===== config.mk =====
export PLATFORM = sky130hd
export DESIGN_NAME = fp_div_core_flat
export DESIGN_NICKNAME = d
export VERILOG_FILES = /design/src/rtl/fp_div_core_if.sv /design/src/rtl/fp_div_core.sv /design/src/flat_wrapper.sv
export SDC_FILE = /design/constraint.sdc
export NUM_CORES = 1
export LEC_CHECK = 0
export ABC_AREA = 1
export CAP_MARGIN = 10
export CORE_ASPECT_RATIO = 2
export CORE_MARGIN = 4
export CORE_UTILIZATION = 59
export DETAILED_ROUTE_END_ITERATION = 12
export GPL_TIMING_DRIVEN = 1
export PLACE_DENSITY = 0.95
export SLEW_MARGIN = 30
export SYNTH_ARGS = -nofsm -noshare
export SYNTH_HDL_FRONTEND = slang
export SYNTH_SLANG_ARGS = --single-unit

===== constraint.sdc =====
create_clock -name clk -period 5.5 [get_ports clk]
set_clock_uncertainty 0.05 [all_clocks]
set_input_delay 1.1 -clock clk [delete_from_list [all_inputs] [get_ports clk]]
set_output_delay 1.1 -clock clk [all_outputs]
set_load 0.05 [all_outputs]

===== src/rtl/fp_div_core_if.sv =====
// Handshake/data bundle between a requester and fp_div_core.
//   master: drives start, a, b; observes busy, out_valid and the result fields.
//   slave : the divider side of the same signals.
// Result fields (sign/exp/sig plus per-operand class flags) match what the
// division pack stage consumes.
interface fp_div_core_if #(
  parameter int unsigned EXP_W = 8,
  parameter int unsigned SIG_W = 23
);
  logic                   start;
  logic [EXP_W+SIG_W:0]   a;
  logic [EXP_W+SIG_W:0]   b;
  logic                   busy;
  logic                   out_valid;
  logic                   sign;
  logic [EXP_W-1:0]       exp;
  logic [SIG_W-1:0]       sig;
  logic                   a_zero;
  logic                   a_infinity;
  logic                   a_NAN;
  logic                   b_zero;
  logic                   b_infinity;
  logic                   b_NAN;

  modport master (
    output start, a, b,
    input  busy, out_valid, sign, exp, sig,
    input  a_zero, a_infinity, a_NAN, b_zero, b_infinity, b_NAN
  );

  modport slave (
    input  start, a, b,
    output busy, out_valid, sign, exp, sig,
    output a_zero, a_infinity, a_NAN, b_zero, b_infinity, b_NAN
  );
endinterface


===== src/rtl/fp_div_core.sv =====
// Sequential single-precision divider core (mantissa/exponent path only).
// Ports:
//   clk   - rising-edge clock
//   rst_n - asynchronous active-low reset; aborts any operation in flight
//   bus   - fp_div_core_if.slave: start/a/b request in, busy/out_valid and
//           sign/exp/sig plus a_/b_ zero/infinity/NAN class flags out
// Operation: operands are classified and latched when start is seen in IDLE.
// Normal operands run 25 restoring radix-2 steps (DIV), then one NORM cycle
// normalizes/truncates and saturates exponent overflow/underflow, then DONE
// pulses out_valid. Operands with any class flag set skip DIV.
module fp_div_core #(
  parameter int unsigned EXP_W = 8,
  parameter int unsigned SIG_W = 23,
  parameter int unsigned BIAS  = 127
) (
  input logic           clk,
  input logic           rst_n,
  fp_div_core_if.slave  bus
);

  localparam int unsigned W  = 1 + EXP_W + SIG_W;  // operand width
  localparam int unsigned MW = SIG_W + 1;          // mantissa with hidden bit
  localparam int unsigned QW = SIG_W + 2;          // quotient / remainder width
  localparam int unsigned EW = EXP_W + 2;          // signed exponent arithmetic
  localparam int unsigned CW = $clog2(QW);

  localparam logic signed [EW-1:0] BiasS = EW'(BIAS);
  localparam logic signed [EW-1:0] EMax  = EW'((1 << EXP_W) - 1);

  typedef enum logic [1:0] {StIdle, StDiv, StNorm, StDone} state_e;

  state_e            state_q, state_d;
  logic [CW-1:0]     cnt_q, cnt_d;
  logic [EXP_W-1:0]  ea_q, ea_d, eb_q, eb_d;
  logic [MW-1:0]     mb_q, mb_d;
  logic [QW-1:0]     r_q, r_d;
  logic [QW-1:0]     q_q, q_d;
  logic              special_q, special_d;
  logic              sign_q, sign_d;
  logic [EXP_W-1:0]  exp_q, exp_d;
  logic [SIG_W-1:0]  sig_q, sig_d;
  // {zero, infinity, nan}
  logic [2:0]        fa_q, fa_d, fb_q, fb_d;

  logic [2:0]              cls_a, cls_b;
  logic signed [EW-1:0]    e_raw, e_fin;
  logic [QW-1:0]           mb_ext;

  function automatic logic [2:0] classify(input logic [W-1:0] x);
    logic [EXP_W-1:0] e;
    logic [SIG_W-1:0] f;
    e = x[W-2:SIG_W];
    f = x[SIG_W-1:0];
    // Denormals are flushed to zero.
    return {e == '0, (&e) && (f == '0), (&e) && (f != '0)};
  endfunction

  assign cls_a  = classify(bus.a);
  assign cls_b  = classify(bus.b);
  assign mb_ext = {1'b0, mb_q};

  // Result exponent before and after the normalization adjustment.
  assign e_raw = $signed({2'b00, ea_q}) - $signed({2'b00, eb_q}) + BiasS;
  assign e_fin = q_q[QW-1] ? e_raw : e_raw - EW'(1);

  always_comb begin
    state_d   = state_q;
    cnt_d     = cnt_q;
    ea_d      = ea_q;
    eb_d      = eb_q;
    mb_d      = mb_q;
    r_d       = r_q;
    q_d       = q_q;
    special_d = special_q;
    sign_d    = sign_q;
    exp_d     = exp_q;
    sig_d     = sig_q;
    fa_d      = fa_q;
    fb_d      = fb_q;

    unique case (state_q)
      StIdle: begin
        if (bus.start) begin
          sign_d    = bus.a[W-1] ^ bus.b[W-1];
          fa_d      = cls_a;
          fb_d      = cls_b;
          special_d = (|cls_a) || (|cls_b);
          ea_d      = bus.a[W-2:SIG_W];
          eb_d      = bus.b[W-2:SIG_W];
          mb_d      = {1'b1, bus.b[SIG_W-1:0]};
          r_d       = {1'b0, 1'b1, bus.a[SIG_W-1:0]};
          q_d       = '0;
          cnt_d     = CW'(QW - 1);
          // Special operands take one pass-through cycle in NORM so that
          // out_valid lands on the second cycle after acceptance.
          state_d   = special_d ? StNorm : StDiv;
        end
      end
      StDiv: begin
        if (r_q >= mb_ext) begin
          q_d = {q_q[QW-2:0], 1'b1};
          r_d = (r_q - mb_ext) << 1;
        end else begin
          q_d = {q_q[QW-2:0], 1'b0};
          r_d = r_q << 1;
        end
        if (cnt_q == '0) begin
          state_d = StNorm;
        end else begin
          cnt_d = cnt_q - CW'(1);
        end
      end
      StNorm: begin
        // exp/sig are don't-care for special operands; leave them untouched.
        if (!special_q) begin
          if (e_fin >= EMax) begin
            exp_d = '1;
            sig_d = '0;
          end else if (e_fin <= 0) begin
            exp_d = '0;
            sig_d = '0;
          end else begin
            exp_d = e_fin[EXP_W-1:0];
            sig_d = q_q[QW-1] ? q_q[QW-2:1] : q_q[QW-3:0];
          end
        end
        state_d = StDone;
      end
      StDone: begin
        state_d = StIdle;
      end
      default: begin
        state_d = StIdle;
      end
    endcase
  end

  always_ff @(posedge clk or negedge rst_n) begin
    if (!rst_n) begin
      state_q   <= StIdle;
      cnt_q     <= '0;
      ea_q      <= '0;
      eb_q      <= '0;
      mb_q      <= '0;
      r_q       <= '0;
      q_q       <= '0;
      special_q <= 1'b0;
      sign_q    <= 1'b0;
      exp_q     <= '0;
      sig_q     <= '0;
      fa_q      <= '0;
      fb_q      <= '0;
    end else begin
      state_q   <= state_d;
      cnt_q     <= cnt_d;
      ea_q      <= ea_d;
      eb_q      <= eb_d;
      mb_q      <= mb_d;
      r_q       <= r_d;
      q_q       <= q_d;
      special_q <= special_d;
      sign_q    <= sign_d;
      exp_q     <= exp_d;
      sig_q     <= sig_d;
      fa_q      <= fa_d;
      fb_q      <= fb_d;
    end
  end

  assign bus.busy       = (state_q != StIdle);
  assign bus.out_valid  = (state_q == StDone);
  assign bus.sign       = sign_q;
  assign bus.exp        = exp_q;
  assign bus.sig        = sig_q;
  assign bus.a_zero     = fa_q[2];
  assign bus.a_infinity = fa_q[1];
  assign bus.a_NAN      = fa_q[0];
  assign bus.b_zero     = fb_q[2];
  assign bus.b_infinity = fb_q[1];
  assign bus.b_NAN      = fb_q[0];

endmodule


===== src/flat_wrapper.sv =====
// flat-port wrapper written by rule: the top's interface ports become plain ports
module fp_div_core_flat 
#(
  parameter int unsigned EXP_W = 8,
  parameter int unsigned SIG_W = 23,
  parameter int unsigned BIAS  = 127
)
  (clk, rst_n, bus_start, bus_a, bus_b, bus_busy, bus_out_valid, bus_sign, bus_exp, bus_sig, bus_a_zero, bus_a_infinity, bus_a_NAN, bus_b_zero, bus_b_infinity, bus_b_NAN);
  fp_div_core_if #(.EXP_W(EXP_W), .SIG_W(SIG_W)) bus_i ();
  input logic clk;
  input logic rst_n;
  input wire logic [$bits(bus_i.start)-1:0] bus_start;
  input wire logic [$bits(bus_i.a)-1:0] bus_a;
  input wire logic [$bits(bus_i.b)-1:0] bus_b;
  output wire logic [$bits(bus_i.busy)-1:0] bus_busy;
  output wire logic [$bits(bus_i.out_valid)-1:0] bus_out_valid;
  output wire logic [$bits(bus_i.sign)-1:0] bus_sign;
  output wire logic [$bits(bus_i.exp)-1:0] bus_exp;
  output wire logic [$bits(bus_i.sig)-1:0] bus_sig;
  output wire logic [$bits(bus_i.a_zero)-1:0] bus_a_zero;
  output wire logic [$bits(bus_i.a_infinity)-1:0] bus_a_infinity;
  output wire logic [$bits(bus_i.a_NAN)-1:0] bus_a_NAN;
  output wire logic [$bits(bus_i.b_zero)-1:0] bus_b_zero;
  output wire logic [$bits(bus_i.b_infinity)-1:0] bus_b_infinity;
  output wire logic [$bits(bus_i.b_NAN)-1:0] bus_b_NAN;
  assign bus_i.start = bus_start;
  assign bus_i.a = bus_a;
  assign bus_i.b = bus_b;
  assign bus_busy = bus_i.busy;
  assign bus_out_valid = bus_i.out_valid;
  assign bus_sign = bus_i.sign;
  assign bus_exp = bus_i.exp;
  assign bus_sig = bus_i.sig;
  assign bus_a_zero = bus_i.a_zero;
  assign bus_a_infinity = bus_i.a_infinity;
  assign bus_a_NAN = bus_i.a_NAN;
  assign bus_b_zero = bus_i.b_zero;
  assign bus_b_infinity = bus_i.b_infinity;
  assign bus_b_NAN = bus_i.b_NAN;
  fp_div_core #(.EXP_W(EXP_W), .SIG_W(SIG_W), .BIAS(BIAS)) u_core (.clk(clk), .rst_n(rst_n), .bus(bus_i));
endmodule

== Yosys cells after proc, flatten, opt, wreduce, memory -nomap -nowiden ==
Index checks and enable logic that the tools add are counted.

* Register bits: 136
* Bits in latches: 0
* Bits in writable memories: 0
* Bits in read-only memories: 0
* Input port bits: 67
* Output and inout port bits: 40
* Logic and storage cells: 72
* Memories: 0

* $add $sub $neg: 5
* Multipliers: 0
* Div/mod/pow operators: 0
* Order comparisons: 3
* Equality and inequality tests: 6
* Shift-type cells: 0
* Muxes and demuxes: 19
* Bitwise operators: 2
* Reduce and logical (&&, ||, !) cells: 24

{| class="wikitable"
|+ Operators by type and width
! cell !! count
|-
| one-hot mux 25 bit (2 select lines) || 2
|-
| 2-to-1 mux 25 bit || 3
|-
| 2-to-1 mux 23 bit || 3
|-
| zero test 23 bit || 2
|-
| nonzero test 23 bit || 2
|-
| >= comparator 25 x 24 -> 1 bit || 1
|-
| subtractor 24 bit || 1
|-
| zero test 8 bit || 2
|-
| 2-to-1 mux 8 bit || 2
|-
| AND reduction 8 bit || 2
|-
| adder 10 x 8 -> 10 bit (second input constant) || 1
|-
| >= comparator 10 x 9 -> 1 bit (second input constant) || 1
|-
| <= comparator 10 x 1 -> 1 bit (second input constant) || 1
|-
| 2-to-1 mux 10 bit || 1
|-
| 2-to-1 mux 5 bit || 2
|-
| one-hot mux 5 bit (2 select lines) || 1
|-
| subtractor 10 x 2 -> 10 bit (second input constant) || 1
|-
| subtractor 8 x 8 -> 9 bit || 1
|-
| one-hot mux 2 bit (4 select lines) || 1
|-
| AND reduction 2 bit || 4
|-
| 2-to-1 mux 2 bit || 3
|-
| OR reduction 3 bit || 2
|-
| zero test 5 bit || 1
|-
| subtractor 5 x 1 -> 5 bit (second input constant) || 1
|-
| other kinds (12) || 18
|}

== Logic depth before layout (Yosys ltp) ==
* Depth after elaboration: 7
* Depth in mapped cells: 24
* Gate-level depth less buffers: 23

== Worst setup path after synthesis ==
Ideal clock, no wire load.

* Kind: reg2reg
* Start: reg u_core.eb_q[0]
* End: reg u_core.exp_q[1] (netlist: u_core.bus.exp[1])
* Setup time: 0.118 ns
* Arrival time: 2.660 ns
* Data required time: 5.332 ns
* Setup slack: 2.672 ns
* Stages on the path, launching flop included: 20
* Path buffers: 1
* Period minus slack after synthesis: 2.828 ns
* Cells stage by stage: dfrtp_1 ha_1 fa_1 ha_1 inv_1 nor2_1 nand3_2 nand2_1 nand2_2 nor2_1 nand2_2 nor2_2 nand3_1 nand2_2 inv_2 nand2_2 buf_6 nand2_1 nand2_1 nand2_1

* Cells in the longest elaborated chain, start to end: 7
* Elaborated cells on any way between the ends: 8
* Those cells by class: add/sub: 3; order compare: 2; mux: 3

{| class="wikitable"
|+ Ends and longest elaborated chain
! item !! RTL line !! text
|-
| start, declared || fp_div_core.sv:34 || <nowiki>logic [EXP_W-1:0] ea_q, ea_d, eb_q, eb_d;</nowiki>
|-
| start signal, assigned || fp_div_core.sv:143 || <nowiki>eb_q <= '0;</nowiki>
|-
| start signal, assigned || fp_div_core.sv:157 || <nowiki>eb_q <= eb_d;</nowiki>
|-
| subtractor 8 x 8 -> 9 bit * || fp_div_core.sv:63 || <nowiki>assign e_raw = $signed({2'b00, ea_q}) - $signed({2'b00, eb_q}) + BiasS;</nowiki>
|-
| adder 10 x 8 -> 10 bit * || fp_div_core.sv:63 ||
|-
| subtractor 10 x 2 -> 10 bit || fp_div_core.sv:64 || <nowiki>assign e_fin = q_q[QW-1] ? e_raw : e_raw - EW'(1);</nowiki>
|-
| 2-to-1 mux 10 bit * || fp_div_core.sv:64 ||
|-
| <= comparator 10 x 1 -> 1 bit || fp_div_core.sv:119 || <nowiki>end else if (e_fin <= 0) begin</nowiki>
|-
| 2-to-1 mux 8 bit || fp_div_core.sv:119 ||
|-
| 2-to-1 mux 8 bit * || fp_div_core.sv:116 || <nowiki>if (e_fin >= EMax) begin</nowiki>
|-
| end signal, assigned || fp_div_core.sv:163 || <nowiki>exp_q <= exp_d;</nowiki>
|-
| end, declared || fp_div_core.sv:40 || <nowiki>logic [EXP_W-1:0] exp_q, exp_d;</nowiki>
|}

Every way passes the cells marked *; elsewhere a longest branch is shown, timed or not.
A chain may end at the register's enable or synchronous reset.

== Worst setup path in the final report ==
Same ends and word-level chain as after synthesis.

==> qor.json <==
{
  "global_routing": {
    "pin_count_of_the_biggest_net_entering_global_routing": 81,
    "met3_usage_pct": 5.02,
    "grt_pass1_wl_um": 38500,
    "use_met1_pct": 28.9,
    "grt_antenna_before_repair": 0,
    "track_usage_pct": 29.4,
    "grt_remaining_overflow": 0,
    "gr-max-usage-layer": "met2",
    "grt_use_met2_pct": 55.9,
    "number_of_global_route_vias_before_repair": 8494
  },
  "synthesis": {
    "synth_xor_area_share_pct": 2.26,
    "synth_common_cells": "nand2_1 (253), inv_1 (144), dfrtp_1 (136), a21oi_1 (119), o21ai_0 (117)",
    "synth.cell_area_um2": 8540,
    "yosys.area_share.simple_pct": 24.4,
    "main_combinational_cell_family_by_area_after_synthesis": "simple AND/OR/NAND/NOR gates",
    "synth.top_cell.area_share_pct": 39.9,
    "synth_seq_cells": 136,
    "netlist_instances": 1148,
    "post_synth_main_area_contributors": "dfrtp_1 (40%), nand2_1 (11%), a21oi_1 (7.0%)",
    "synth_enable_flop_cells": 0,
    "syn_area_per_cell_um2": 7.44,
    "synth-adder-area-share_pct": 6.33,
    "ys_seq_area_share_pct": 39.9,
    "synth-compound-area-share_pct": 18.0,
    "synth-warning-count": 0,
    "synth.largest_area_cell": "dfrtp_1",
    "mappedNetlistNets": 1257,
    "synth_cell_types": 39,
    "synthMuxAreaShare_pct": 0,
    "synth_ff_type": "dfrtp_1",
    "yosys.cell_count.top_type": "nand2_1",
    "async_reset_ff_share_pct": 100
  },
  "clock_network": {
    "clock_tree_from_tritoncts": "done",
    "clock_tree.htree_level_count": 4,
    "postCtsSetupRepairBufs": 0,
    "cts_inserted_buffers": 17,
    "clk_root_buffer_cell": "clkbuf_16",
    "clk_lat_worst_skew_ns": 0.43,
    "cts-resized-gates": 0,
    "cts_hold_buf": 0,
    "cts.sink_count": 136,
    "clock_path_buffers": 2,
    "path_clk_slew_ns": 0.06
  },
  "die": {
    "dieArea_um2": 16600,
    "std_cell_rows": 62,
    "ios": 107,
    "floorplan.die.width_um": 93.1,
    "design.core.area_um2": 14300,
    "fp.dieH_um": 178,
    "floorplan.initialDensity_pct": 59.8
  },
  "cells_and_area": {
    "layout.filler_cells": 1098,
    "multi_input_gate_area_in_the_final_layout_um2": 4370,
    "nets": 1345,
    "final_layout_size_suffix_gt1_share_pct": 6.73,
    "antennaDiodeCount": 0,
    "sequential_cell_area_um2": 3400,
    "syn2layout_area_growth_pct": 20.4
  },
  "routing": {
    "post_drt_wl_per_cell_um": 16.3,
    "ant_nets": 0,
    "total_iterations_of_the_first_detailed_routing_run": 6,
    "detail_route.iter0.violations": 515,
    "finalWirelength_um": 23500,
    "route.detailed.drc": 0,
    "num_vias": 8412,
    "vias_per_cell": 5.84
  },
  "placement": {
    "detailedPlacementHpwl_um": 17000,
    "finalWeightedCongestion": 1.05,
    "portBuffers": 106
  },
  "timing": {
    "grt_setup_unrepaired": "no",
    "timing.final.hold_violations": 0,
    "total_neg_setup_slack_ns": 0,
    "tightest_slew_ns": 0.891,
    "finalSetupViolCount": 0,
    "timing.final.max_slew_violations": 0,
    "finalWorstPathRequiredPeriod_ns": 3.55,
    "fmax_mhz": 282,
    "crit_share_post_route_pct": 64.6,
    "slew_headroom_pct": 40.5
  },
  "worst_hold_path": {
    "worstHoldPathType": "reg -> reg",
    "worstHoldPathCells": 2,
    "min_delay_worst_endpoint": "u_core.bus.sig[15]$_DFFE_PN0P_",
    "worst_hold_startpoint": "u_core.bus.sig[15]$_DFFE_PN0P_"
  },
  "worst_setup_path": {
    "crit_fanout": 31,
    "depth_of_the_worst_register_to_register_path": 18,
    "crit_path_start_kind": "register",
    "critical_path_arrival_ns": 3.80,
    "reg2reg_slack_ns": 1.95,
    "criticalPathCategory": "reg -> reg",
    "rr_endpoint": "u_core.bus.exp[1]$_DFFE_PN0P_",
    "worst-endpoint-required_ns": 5.75,
    "reg2reg_from": "u_core.eb_q[0]$_DFFE_PN0P_",
    "endpoint_kind": "register"
  },
  "run_status": {
    "status": "finished, final reports clean"
  },
  "job": {
    "cap_violations": 0
  }
}
==> layout by cell type (no fill, tap or decap), types with 2 or more instances in the layout <==
cell type	n
inv_2	6
clkinv_4	3
clkdlybuf4s50_1	105
a21oi_4	2
nor2_1	71
xor2_1	11
buf_4	5
nor3_1	7
nand3_1	61
inv_6	4
o21ai_0	117
a21boi_0	2
clkbuf_16	17
clkinv_1	4
a21oi_1	119
clkinvlp_4	2
fa_1	2
nand2_2	13
nand3_2	17
ha_1	40
nor4_1	16
o211ai_1	6
a22oi_1	2
nand4_1	16
dfrtp_1	136
nor2_2	4
inv_1	144
a31oi_1	7
xnor2_1	11
o22ai_1	26
and2_1	2
nand2_1	252
or2_2	3
clkbuf_1	2
bufinv_16	2
==> final cells by class <==
class                           count  area share, %
Multi-Input combinational cell    816           42.5
Sequential cell                   136           33.1
Timing Repair Buffer              111           10.7
Clock inverter                     12           1.38
Inverter                          154           5.62
Tap cell                          192           2.34
Clock buffer                       20           4.35
==> worst max-delay path by stage <==
stage,from,endpoint,slack (ns),depth (start not counted)
after floorplan,u_core.eb_q[0]$_DFFE_PN0P_,u_core.bus.exp[1]$_DFFE_PN0P_,2.67,19
after detailed placement,bus_start,u_core.mb_q[1]$_DFFE_PN0P_,1.93,5
after CTS,u_core.eb_q[0]$_DFFE_PN0P_,u_core.bus.exp[2]$_DFFE_PN0P_,1.98,18
after global routing,u_core.eb_q[0]$_DFFE_PN0P_,u_core.bus.exp[1]$_DFFE_PN0P_,1.64,20
after global placement,bus_start,u_core.fb_q[0]$_DFFE_PN0P_,2.03,6
final,u_core.eb_q[0]$_DFFE_PN0P_,u_core.bus.exp[1]$_DFFE_PN0P_,1.95,18
==> flip-flops by register name (all words and copies together) (netlist names) <==
| signal | flops |
|---|---|
| u_core.fb_q | 3 |
| u_core.mb_q | 24 |
| u_core.r_q | 25 |
| u_core.special_q | 1 |
| u_core.q_q | 25 |
| u_core.fa_q | 3 |
| u_core.ea_q | 8 |
| u_core.cnt_q | 5 |
| u_core.bus.sign | 1 |
| u_core.state_q | 2 |
| u_core.bus.sig | 23 |
| u_core.eb_q | 8 |
| u_core.bus.exp | 8 |
==> metrics by stage <==
step / area (um^2) / std cells / util (%) / setup slack [ns] / hold slack, ns
global placement: 9690 / 1409 / 67.9 / 2.03 / 0.389
finish: 10300 / 1441 / 72.0 / 1.95 / 0.425
floorplan: 8540 / 1148 / - / 2.67 / 0.376
CTS: 10300 / 1441 / 72.0 / 1.98 / 0.430
detailed placement: 9690 / 1409 / 67.9 / 1.93 / 0.414
global route: 10300 / 1441 / 72.0 / 1.64 / 0.446
==> layer usage <==
metal | vias to the layer above | share of wire [%]
met5 | - | 0
met4 | 0 | 5.8
met3 | 109 | 5.7
met2 | 375 | 55
met1 | 3937 | 33
li1 | 3991 | -
==> logic make-up after synthesis <==
group,after synthesis
buffers and inverters,196
and+or+nand+nor,466
adders and majority gates,42
xor gates and xnor gates,22
AOI/OAI and AO/OA,286
DFF,136
==> worst max-delay path, stage by stage (launching register included) <==
cell     delay (ns)
dfrtp_1        0.38
ha_1           0.23
fa_1           0.58
ha_1           0.21
inv_1          0.06
nor2_1         0.18
nand3_2        0.12
nand2_1        0.09
nand2_2        0.08
nor2_1         0.17
nand2_2        0.09
nor2_2         0.11
nand3_1        0.10
nand2_2        0.12
inv_2          0.09
nand2_2        0.51
nand2_1        0.13
nand2_1        0.08
nand2_1        0.07
Power is not shown: default switching activity piles up to over one toggle a cycle in this logic, so the estimate is an artifact.
